**src/rtl/unary_pulse_accumulator.sv**
```systemverilog
// Sums unary pulse trains from NUM_LANES product blocks over one accumulation window
// and returns {sum, fire, ovf} on a valid/ready handshake. Optional: ACC_SATURATE_EN.
module unary_pulse_accumulator #(
    parameter int unsigned NUM_LANES = 4,
    parameter int unsigned ACC_WIDTH = 10
) (
    input  logic                 clk,
    input  logic                 reset_n,
    input  logic                 start,
    input  logic [NUM_LANES-1:0] lane_pulse,
    input  logic [NUM_LANES-1:0] lane_busy,
    input  logic [ACC_WIDTH-1:0] thresh,
    output logic                 out_valid,
    input  logic                 out_ready,
    output logic [ACC_WIDTH-1:0] out_sum,
    output logic                 out_fire,
    output logic                 out_ovf
);

    localparam int unsigned CntWidth = $clog2(NUM_LANES + 1);
    localparam int unsigned ExtWidth = ACC_WIDTH + 1;

    typedef enum logic [1:0] {
        StIdle,
        StGrace,
        StAccum,
        StHold
    } state_e;

    state_e               state_q, state_d;
    logic [ACC_WIDTH-1:0] acc_q, acc_d;
    logic [ACC_WIDTH-1:0] thresh_q, thresh_d;
    logic [ACC_WIDTH-1:0] sum_q, sum_d;
    logic                 valid_q, valid_d;
    logic                 fire_q, fire_d;
    logic                 ovf_q, ovf_d;

    logic [CntWidth-1:0]  pop_cnt;
    logic [ExtWidth-1:0]  sum_ext;
    logic                 add_ovf;
    logic [ACC_WIDTH-1:0] acc_next;

    always_comb begin
        pop_cnt = '0;
        for (int i = 0; i < int'(NUM_LANES); i++) begin
            pop_cnt = pop_cnt + CntWidth'(lane_pulse[i]);
        end
    end

    // One extra bit catches the carry out of the accumulator.
    assign sum_ext = {1'b0, acc_q} + ExtWidth'(pop_cnt);
    assign add_ovf = sum_ext[ACC_WIDTH];

`ifdef ACC_SATURATE_EN
    assign acc_next = add_ovf ? {ACC_WIDTH{1'b1}} : sum_ext[ACC_WIDTH-1:0];
`else
    assign acc_next = sum_ext[ACC_WIDTH-1:0];
`endif

    always_comb begin
        state_d  = state_q;
        acc_d    = acc_q;
        thresh_d = thresh_q;
        sum_d    = sum_q;
        valid_d  = valid_q;
        fire_d   = fire_q;
        ovf_d    = ovf_q;
        case (state_q)
            StIdle: begin
                if (start) begin
                    acc_d    = '0;
                    ovf_d    = 1'b0;
                    thresh_d = thresh;
                    state_d  = StGrace;
                end
            end
            StGrace: begin
                // Busy is not yet meaningful here: upstream needs a cycle to raise it.
                acc_d   = acc_next;
                ovf_d   = ovf_q | add_ovf;
                state_d = StAccum;
            end
            StAccum: begin
                acc_d = acc_next;
                ovf_d = ovf_q | add_ovf;
                if (lane_busy == '0) begin
                    sum_d   = acc_next;
                    fire_d  = (acc_next >= thresh_q);
                    valid_d = 1'b1;
                    state_d = StHold;
                end
            end
            StHold: begin
                if (out_ready) begin
                    valid_d = 1'b0;
                    state_d = StIdle;
                end
            end
            default: begin
                valid_d = 1'b0;
                state_d = StIdle;
            end
        endcase
    end

    always_ff @(posedge clk or negedge reset_n) begin
        if (!reset_n) begin
            state_q  <= StIdle;
            acc_q    <= '0;
            thresh_q <= '0;
            sum_q    <= '0;
            valid_q  <= 1'b0;
            fire_q   <= 1'b0;
            ovf_q    <= 1'b0;
        end else begin
            state_q  <= state_d;
            acc_q    <= acc_d;
            thresh_q <= thresh_d;
            sum_q    <= sum_d;
            valid_q  <= valid_d;
            fire_q   <= fire_d;
            ovf_q    <= ovf_d;
        end
    end

    assign out_valid = valid_q;
    assign out_sum   = sum_q;
    assign out_fire  = fire_q;
    assign out_ovf   = ovf_q;

endmodule

```
**config.mk**
```make
export PLATFORM = sky130hd
export DESIGN_NAME = unary_pulse_accumulator
export DESIGN_NICKNAME = d
export VERILOG_FILES = /design/src/rtl/unary_pulse_accumulator.sv
export SDC_FILE = /design/constraint.sdc
export NUM_CORES = 1
export LEC_CHECK = 0
export BUFFER_PORTS_ARGS = -buffer_cell sky130_fd_sc_hd__buf_2
export CAP_MARGIN = 0
export CORE_MARGIN = 2
export CORE_UTILIZATION = 30
export CTS_BUF_LIST = sky130_fd_sc_hd__clkbuf_2
export DETAILED_ROUTE_END_ITERATION = 6
export SYNTH_ARGS = -nofsm -noshare
export SYNTH_HDL_FRONTEND = slang
export SYNTH_SLANG_ARGS = --single-unit
```
**constraint.sdc**
```tcl
create_clock -name clk -period 2.28 [get_ports clk]
set_input_delay 0.228 -clock clk [delete_from_list [all_inputs] [get_ports clk]]
set_output_delay 0.228 -clock clk [all_outputs]
set_load 0.01 [all_outputs]
```
; ---- After elaboration in Yosys (flattened, before gate mapping)
; Index checks and enable logic that the tools add are counted.
; Widths: inputs -> output; s select.
[word_totals]
word_cells = 40
n_memories = 0
ff_bits = 35
ramBits = 0
input_bits = 22
latch_bits = 0
rom_bits = 0
output_inout_bits = 13
[classes]
order_cmp = 1
bitwise = 1
n_mul = 0
shifts = 0
add_sub_neg = 4
mux = 11
div_mod_pow = 0
n_eq_ne = 6
n_reduce_logical = 10
[ops]
columns = operator, n
row1 = $pmux 10 s2, 1
row2 = $add 10x3->11, 1
row3 = $ge 10x10->1, 1
row4 = $mux 10, 1
row5 = $pmux 2 s4, 1
row6 = $mux 2, 3
row7 = $ne 2x2->1 const B, 3
row8 = $reduce_and 2->1, 3
row9 = $reduce_and 3->1, 2
row10 = $eq 2x2->1 const B, 2
row11 = $logic_not 4->1, 1
row12 = $pmux 1 s2, 2
row13 = $reduce_bool 2->1, 2
row14 = $add 2x1->3, 1
row15 = $add 3x1->3, 1
row16 = $mux 1, 3
row17 = $add 1x1->2, 1
row18 = $eq 2x1->1 const B, 1
row19 = $logic_not 2->1, 1
row20 = $reduce_or 2->1, 1
row21 = $or 1x1->1, 1

; ---- Logic depth before layout (Yosys ltp)
; Gate-level depths: netlist (run 1).
[depth]
word_depth = 6
mapped_depth = 12
mapped_depth_nobuf = 12

; ---- Least setup slack after synthesis (run 1)
; No wires, ideal clock.
[synth_timing]
kind = input to register
from = in lane_pulse[0]
to = reg fire_q, in the netlist out_fire
t_required_ps = 2151
n_path_buf = 0
arrival_ps = 2662
setup_time_ps = 129
stages = 12
path_slack_ps = -511
path_cell_list = fa_1 -> inv_1 -> fa_1 -> inv_1 -> fa_1 -> nand3_1 -> xor2_1 -> inv_1 -> ha_1 -> a21o_1 -> a221oi_1 -> o31ai_1
[synth_between]
elab_chain_cells = 5
[synth_rtl]
columns = item, line
row1 = from (decl), 10  ; input logic [NUM_LANES-1:0] lane_pulse,
row2 = $add 1x1->2, 46  ; pop_cnt = pop_cnt + CntWidth'(lane_pulse[i]);
row3 = $add 2x1->3, 46
row4 = $add 3x1->3, 46
row5 = $add 10x3->11, 51  ; assign sum_ext = {1'b0, acc_q} + ExtWidth'(pop_cnt);
row6 = via sum_ext[4], 39  ; logic [ExtWidth-1:0] sum_ext;
row7 = $ge 10x10->1, 88  ; fire_d = (acc_next >= thresh_q);
row8 = to (signal assigned), 121  ; fire_q <= fire_d;
row9 = to (decl), 35  ; logic fire_q, fire_d;
; The timed path passes the listed nets, and every way through them passes these cells.
; A chain may end at the register's enable or synchronous reset.

; ---- Final worst setup path (run 1)
; Same ends and word-level chain as after synthesis.

==> flow_summary.yaml, run 1 <==
status:
  status: "finished, violations left"
  violations: "negative setup slack"
min_path:
  holdPathEnd: "thresh_q[6]"
  hold_path.class: "in -> reg"
  min_from: "thresh[6]"
  min_path_cells: 2
floorplanning:
  dieArea_um2: 7320
  start_util: 0.312
  ios: 35
  core_um2: 6390
  die_h_um: 85.6
  die_w_um: 85.6
  fp-row-count: 29
sta:
  skew_ps: 14.7
  period_share: 1.05
  max_slew_margin: 0.334
  fin_ws_ps: -108
  tightest_slew_ps: 972
  period_needed_ps: 2390
  grt_setup_unrepaired: "true"
  drv_slew: 0
  hold_viol: 0
  setup_viol: 1
  max_freq_mhz: 419
synth:
  syn_area_um2: 2000
  ys_seq_elements: 35
  ys_types: 39
  syn_inst: 175
  synth_simple_gate_area_frac: 0.105
  synthArstFlopShare: 1.00
  synth_top_family_by_area: "multiplexers"
  synth.net_count: 214
  synth-adder-area-share: 0.118
  synth_xor_area_frac: 0.0426
  synthMuxAreaShare: 0.139
  ys.flop_type: "dfrtp_1"
  synth-seq-area-share: 0.439
  synth.avg_cell_area_um2: 11.4
  synth-edff-count: 0
  yosys_warnings: 0
  synth_compound_area_frac: 0.108
worst_setup_path:
  critPathMaxFanout: 5
  worstPathRequired_ps: 2560
  cp-start-kind: "primary input"
  crit_arrival_ps: 2670
  reg2reg_depth: 11
  end_kind: "register"
  crit_type: "in -> reg"
  r2r_slack_ps: -70
  reg2reg_from: "acc_q[0]"
  r2r-end: "out_fire"
cells_and_area:
  nets: 275
  fin_area_um2: 2550
  area.growth.synth_to_final_pct: 27.9
  antenna_cells: 0
  final_cell_mix: "dfrtp_1 (35), buf_2 (33), buf_4 (23), inv_1 (18), mux2_2 (14)"
  final_common_cell: "dfrtp_1"
  stdcell_count: 314
  fin_util: 0.400
  layout-drive-gt1-share: 0.435
global_routing:
  grt_util_met1: 0.163
  grt_max_degree: 36
  grt_pass1_vias: 1522
  gr-usage-all-layers: 0.123
  met2_usage: 0.200
  grt_pass1_wl_mm: 6.98
  grt_overflow: 0
  met3_usage: 0.0260
  busiest_layer: "met2"
  antenna_found_initial: 0
power:
  netSwitchingFraction: 0.387
  internal_power_w: 0.00171
  comb_power_share: 0.521
  pwr-share-seq: 0.336
  pwr-share-clk: 0.142
  p_switching_w: 0.00108
  power_per_cell_area_nw_per_um2: 1090
  irDropWorstVdd_uv: 542
  p_leak_nw: 1.33
drt:
  drc: 0
  routedWlPerCell_um: 13.2
  routed_via_density: 4.70
  ant_nets: 0
  drtIter0Drc: 41
  wl_mm: 4.14
  firstDrtPassIters: 2
  num_vias: 1475
place:
  placed_cells: 305
  port_buffers: 34
  routabilityCongestion: 0.789
  dp_hpwl_mm: 3.20
  place_area_um2: 2430
clocking:
  h-tree-depth: 2
  ctsLongestPathBuffers: 2
  clk_pin_slew_ps: 190
  insertion_delay_ps: 380
  cts_tree: "yes"
  clock-root-buffer: "clkbuf_2"
  cts_buffers: 5
  post_cts_buffers: 0
  cts_sinks: 35
job:
  cap_violations: 0
state kept, by name, indices dropped and copies added, names as in the netlist:
| register | flops |
|---|---|
| out_valid | 1 |
| acc_q | 10 |
| out_ovf | 1 |
| out_sum | 10 |
| thresh_q | 10 |
| state_q | 2 |
| out_fire | 1 |
how the worst max path moves through the flow:
stage | end | startpoint | slack [ps] | depth (start not counted)
global route | out_fire | lane_pulse[0] | -240 | 14
finish | out_fire | lane_pulse[0] | -110 | 13
detailed placement | out_fire | lane_pulse[0] | -650 | 12
floorplan | out_fire | lane_pulse[0] | -390 | 12
global placement | out_fire | lane_pulse[0] | -600 | 12
CTS | out_fire | lane_pulse[0] | -120 | 13
power groups by stage:
stage          sequential, W  combinational, W  clock [W]
2_1_floorplan       0.000974          0.000889          0
3_3_place_gp        0.000943           0.00141          0
3_5_place_dp        0.000953           0.00144          0
4_1_cts             0.000940           0.00147   0.000413
5_1_grt             0.000962           0.00166   0.000427
6_report            0.000936           0.00145   0.000396
layer usage:
metal | wire [um] | up-vias
met1 | 1950 | 716
li1 | - | 729
met3 | 154 | 6
met2 | 1990 | 24
met4 | 49 | 0
met5 | 0 | -
logic make-up (layout without fill, tap and decap cells):
family / Yosys count / after routing
adders and majority gates: 17 / 17
buffers and inverters: 23 / 85
muxes: 24 / 24
xor gates and xnor gates: 8 / 8
AOI/OAI and AO/OA: 30 / 30
and+or+nand+nor: 38 / 38
DFF: 35 / 35
repair_timing:
| item | 4_1_cts | 5_1_grt |
|---|---|---|
| endpoints found under the hold margin | 35 | 0 |
| hold buffers | 1 | 0 |
| gates resized for setup | 5 | 2 |
| setup endpoints to repair | 1 | 1 |
| cloned | 0 | 0 |
| pin swaps | 2 | 0 |
critical path, stage by stage:
cell and delay [ps]:
buf_6 90, fa_1 520, inv_1 50, fa_2 350
inv_2 60, fa_2 280, nand3_2 110, xor2_2 150
inv_1 90, ha_4 210, a21o_1 160, a221oi_2 260
o31ai_1 100
through the flow:
step / power (W) / hold WS [ps] / worst slack, ps / TNS [ps]
final: 0.00278 / 56.4 / -108 / -108
after floorplan: 0.00186 / -67.6 / -391 / -391
after CTS: 0.00283 / 40.1 / -115 / -115
after detailed placement: 0.00239 / 369 / -650 / -2800
after global routing: 0.00304 / 43.5 / -239 / -239
after global placement: 0.00235 / 366 / -604 / -2690
area by class of cell:
class	instances	area, um2
clock inverters	3	38.8
clock buffers	5	25.0
multi-input cells	117	1090
inverters	19	71.3
repair buffers	58	359
fillers	645	3830
flip-flops and latches	35	876
well taps	77	96.3
synthesized netlist by cell type (all sizes together) (4+ instances only):
library cell | count | area [um2]
and3 | 4 | 40.0
ha | 14 | 175
mux2 | 21 | 248
o21ai | 11 | 58.8
dfrtp | 35 | 876
xnor2 | 4 | 42.6
nand2 | 14 | 55.1
a21oi | 5 | 25.0
a22o | 5 | 43.8
xor2 | 4 | 42.6
nor2 | 6 | 22.5
inv | 19 | 71.3
nor2b | 4 | 25.0
Power figures use the tool's default switching activity.
==> run 2, diff against run 1 <==
BUFFER_PORTS_ARGS = -buffer_cell sky130_fd_sc_hd__clkbuf_2   (was -buffer_cell sky130_fd_sc_hd__buf_2)
CORE_MARGIN = unset   (was 2)
==> flow_summary.yaml, run 2 (same netlist as run 1, synthesis figures left out) <==
worst_setup_path:
  cp-start-kind: "primary input"
  crit_type: "in -> reg"
  r2r_slack_ps: -50
  endpoint: "out_fire"
  cp-startpoint: "lane_pulse[3]"
  crit_arrival_ps: 2660
  r2r-end: "out_fire"
  reg2reg_depth: 11
  end_kind: "register"
  reg2reg_from: "acc_q[0]"
  worstPathRequired_ps: 2590
  critPathMaxFanout: 3
global_routing:
  grt_overflow: 0
  grt_pass1_vias: 1546
  gr-usage-all-layers: 0.128
  grt_pass1_wl_mm: 6.99
  antenna_found_initial: 0
  grt_max_degree: 36
sta:
  period_share: 1.03
  skew_ps: 34.7
  fin_ws_ps: -69.9
  grt_setup_unrepaired: "true"
  max_freq_mhz: 426
  setup_viol: 1
  period_needed_ps: 2350
  timing.hold.ws_ps: 34.0
  tightest_slew_ps: 986
  drv_slew: 0
  hold_viol: 0
  setup_tns_ps: -69.9
  max_slew_margin: 0.324
cells_and_area:
  antenna_cells: 0
  area.growth.synth_to_final_pct: 32.7
  final_cell_mix: "clkbuf_2 (39), dfrtp_1 (35), buf_4 (27), inv_1 (18), mux2_2 (14)"
  layout-drive-gt1-share: 0.451
  final_common_cell: "clkbuf_2"
  nets: 284
  fin_util: 0.415
  fill_cells: 634
  fin_area_um2: 2650
power:
  p_leak_nw: 1.37
  power_per_cell_area_nw_per_um2: 1100
  irDropWorstVdd_uv: 702
place:
  routabilityCongestion: 0.815
  place_area_um2: 2420
  port_buffers: 34
  dp_hpwl_mm: 3.05
  post-place-ws_ps: -616
drt:
  num_vias: 1500
  ant_nets: 0
  wl_mm: 4.05
  drc: 0
  drtIter0Drc: 74
  routed_via_density: 4.64
  firstDrtPassIters: 4
  routedWlPerCell_um: 12.5
clocking:
  cts_buffers: 5
  cts_sinks: 35
  cts_tree: "yes"
  insertion_delay_ps: 400
  clk_pin_slew_ps: 220
  ctsLongestPathBuffers: 2
  clock-root-buffer: "clkbuf_2"
  h-tree-depth: 2
floorplanning:
  ios: 35
  start_util: 0.312
  die_h_um: 83.6
  fp-row-count: 29
  die_w_um: 83.6
  core_um2: 6390
  dieArea_um2: 6980
min_path:
  hold_path.class: "in -> reg"
job:
  cap_violations: 0
status:
  violations: "negative setup slack"
  status: "finished, violations left"
## run 2: worst min-delay path by stage
stage          startpoint          end  slack (ps)  cells after the start
2_1_floorplan     reset_n     acc_q[0]         -70                      0
3_5_place_dp      reset_n   state_q[1]         410                      1
4_1_cts         thresh[3]  thresh_q[3]           2                      2
5_1_grt         thresh[2]  thresh_q[2]           6                      2
3_3_place_gp      reset_n   state_q[0]         410                      1
6_report        thresh[2]  thresh_q[2]          30                      2
## run 2: final cells by class
cell class,count,area (um2),area share
well taps,77,96.3,0.0364
flip-flops and latches,35,876,0.331
repair buffers,67,435,0.164
inverters,19,71.3,0.0269
clock buffers,5,25.0,0.00945
clock inverters,3,43.8,0.0165
multi-input cells,117,1100,0.415
## run 2: metal layers
layer	vias to the layer above	GRT usage	wire, um
li1	753	-	-
met1	713	0.157	1910
met2	26	0.215	1910
met3	8	0.0336	176
met4	0	0.0462	57
met5	-	0	0
## run 2: metrics by stage
stage | power (W) | instances
final | 0.00291 | 323
after global routing | 0.00321 | 323
after CTS | 0.00295 | 320
after detailed placement | 0.00240 | 304
after global placement | 0.00237 | 304
after floorplan | 0.00186 | 175
## run 2: critical path, stage by stage
cell and delay [ps]:
clkbuf_2 90, fa_1 530, inv_1 60, fa_2 360, inv_2 60, fa_2 240, buf_6 130, and3_4 190
xor2_2 160, ha_1 260, nand2_1 60, o21ai_1 60, mux2i_1 130, o31ai_1 90
## run 2: timing repair
action	CTS	global route
gates resized for setup	11	2
endpoints found under the setup margin	1	2
hold endpoints to repair	37	1
pin swaps	12	2
setup buffers	5	2
hold buffers	3	1
## run 2: report_power, final
part / total [W] / internal (W) / leakage (nW) / switching, W
combinational: 0.00157 / 0.000790 / 0.877 / 0.000775
sequential: 0.000934 / 0.000822 / 0.449 / 0.000112
clock: 0.000413 / 0.000186 / 0.0429 / 0.000228
total: 0.00291 / 0.00180 / 1.37 / 0.00111
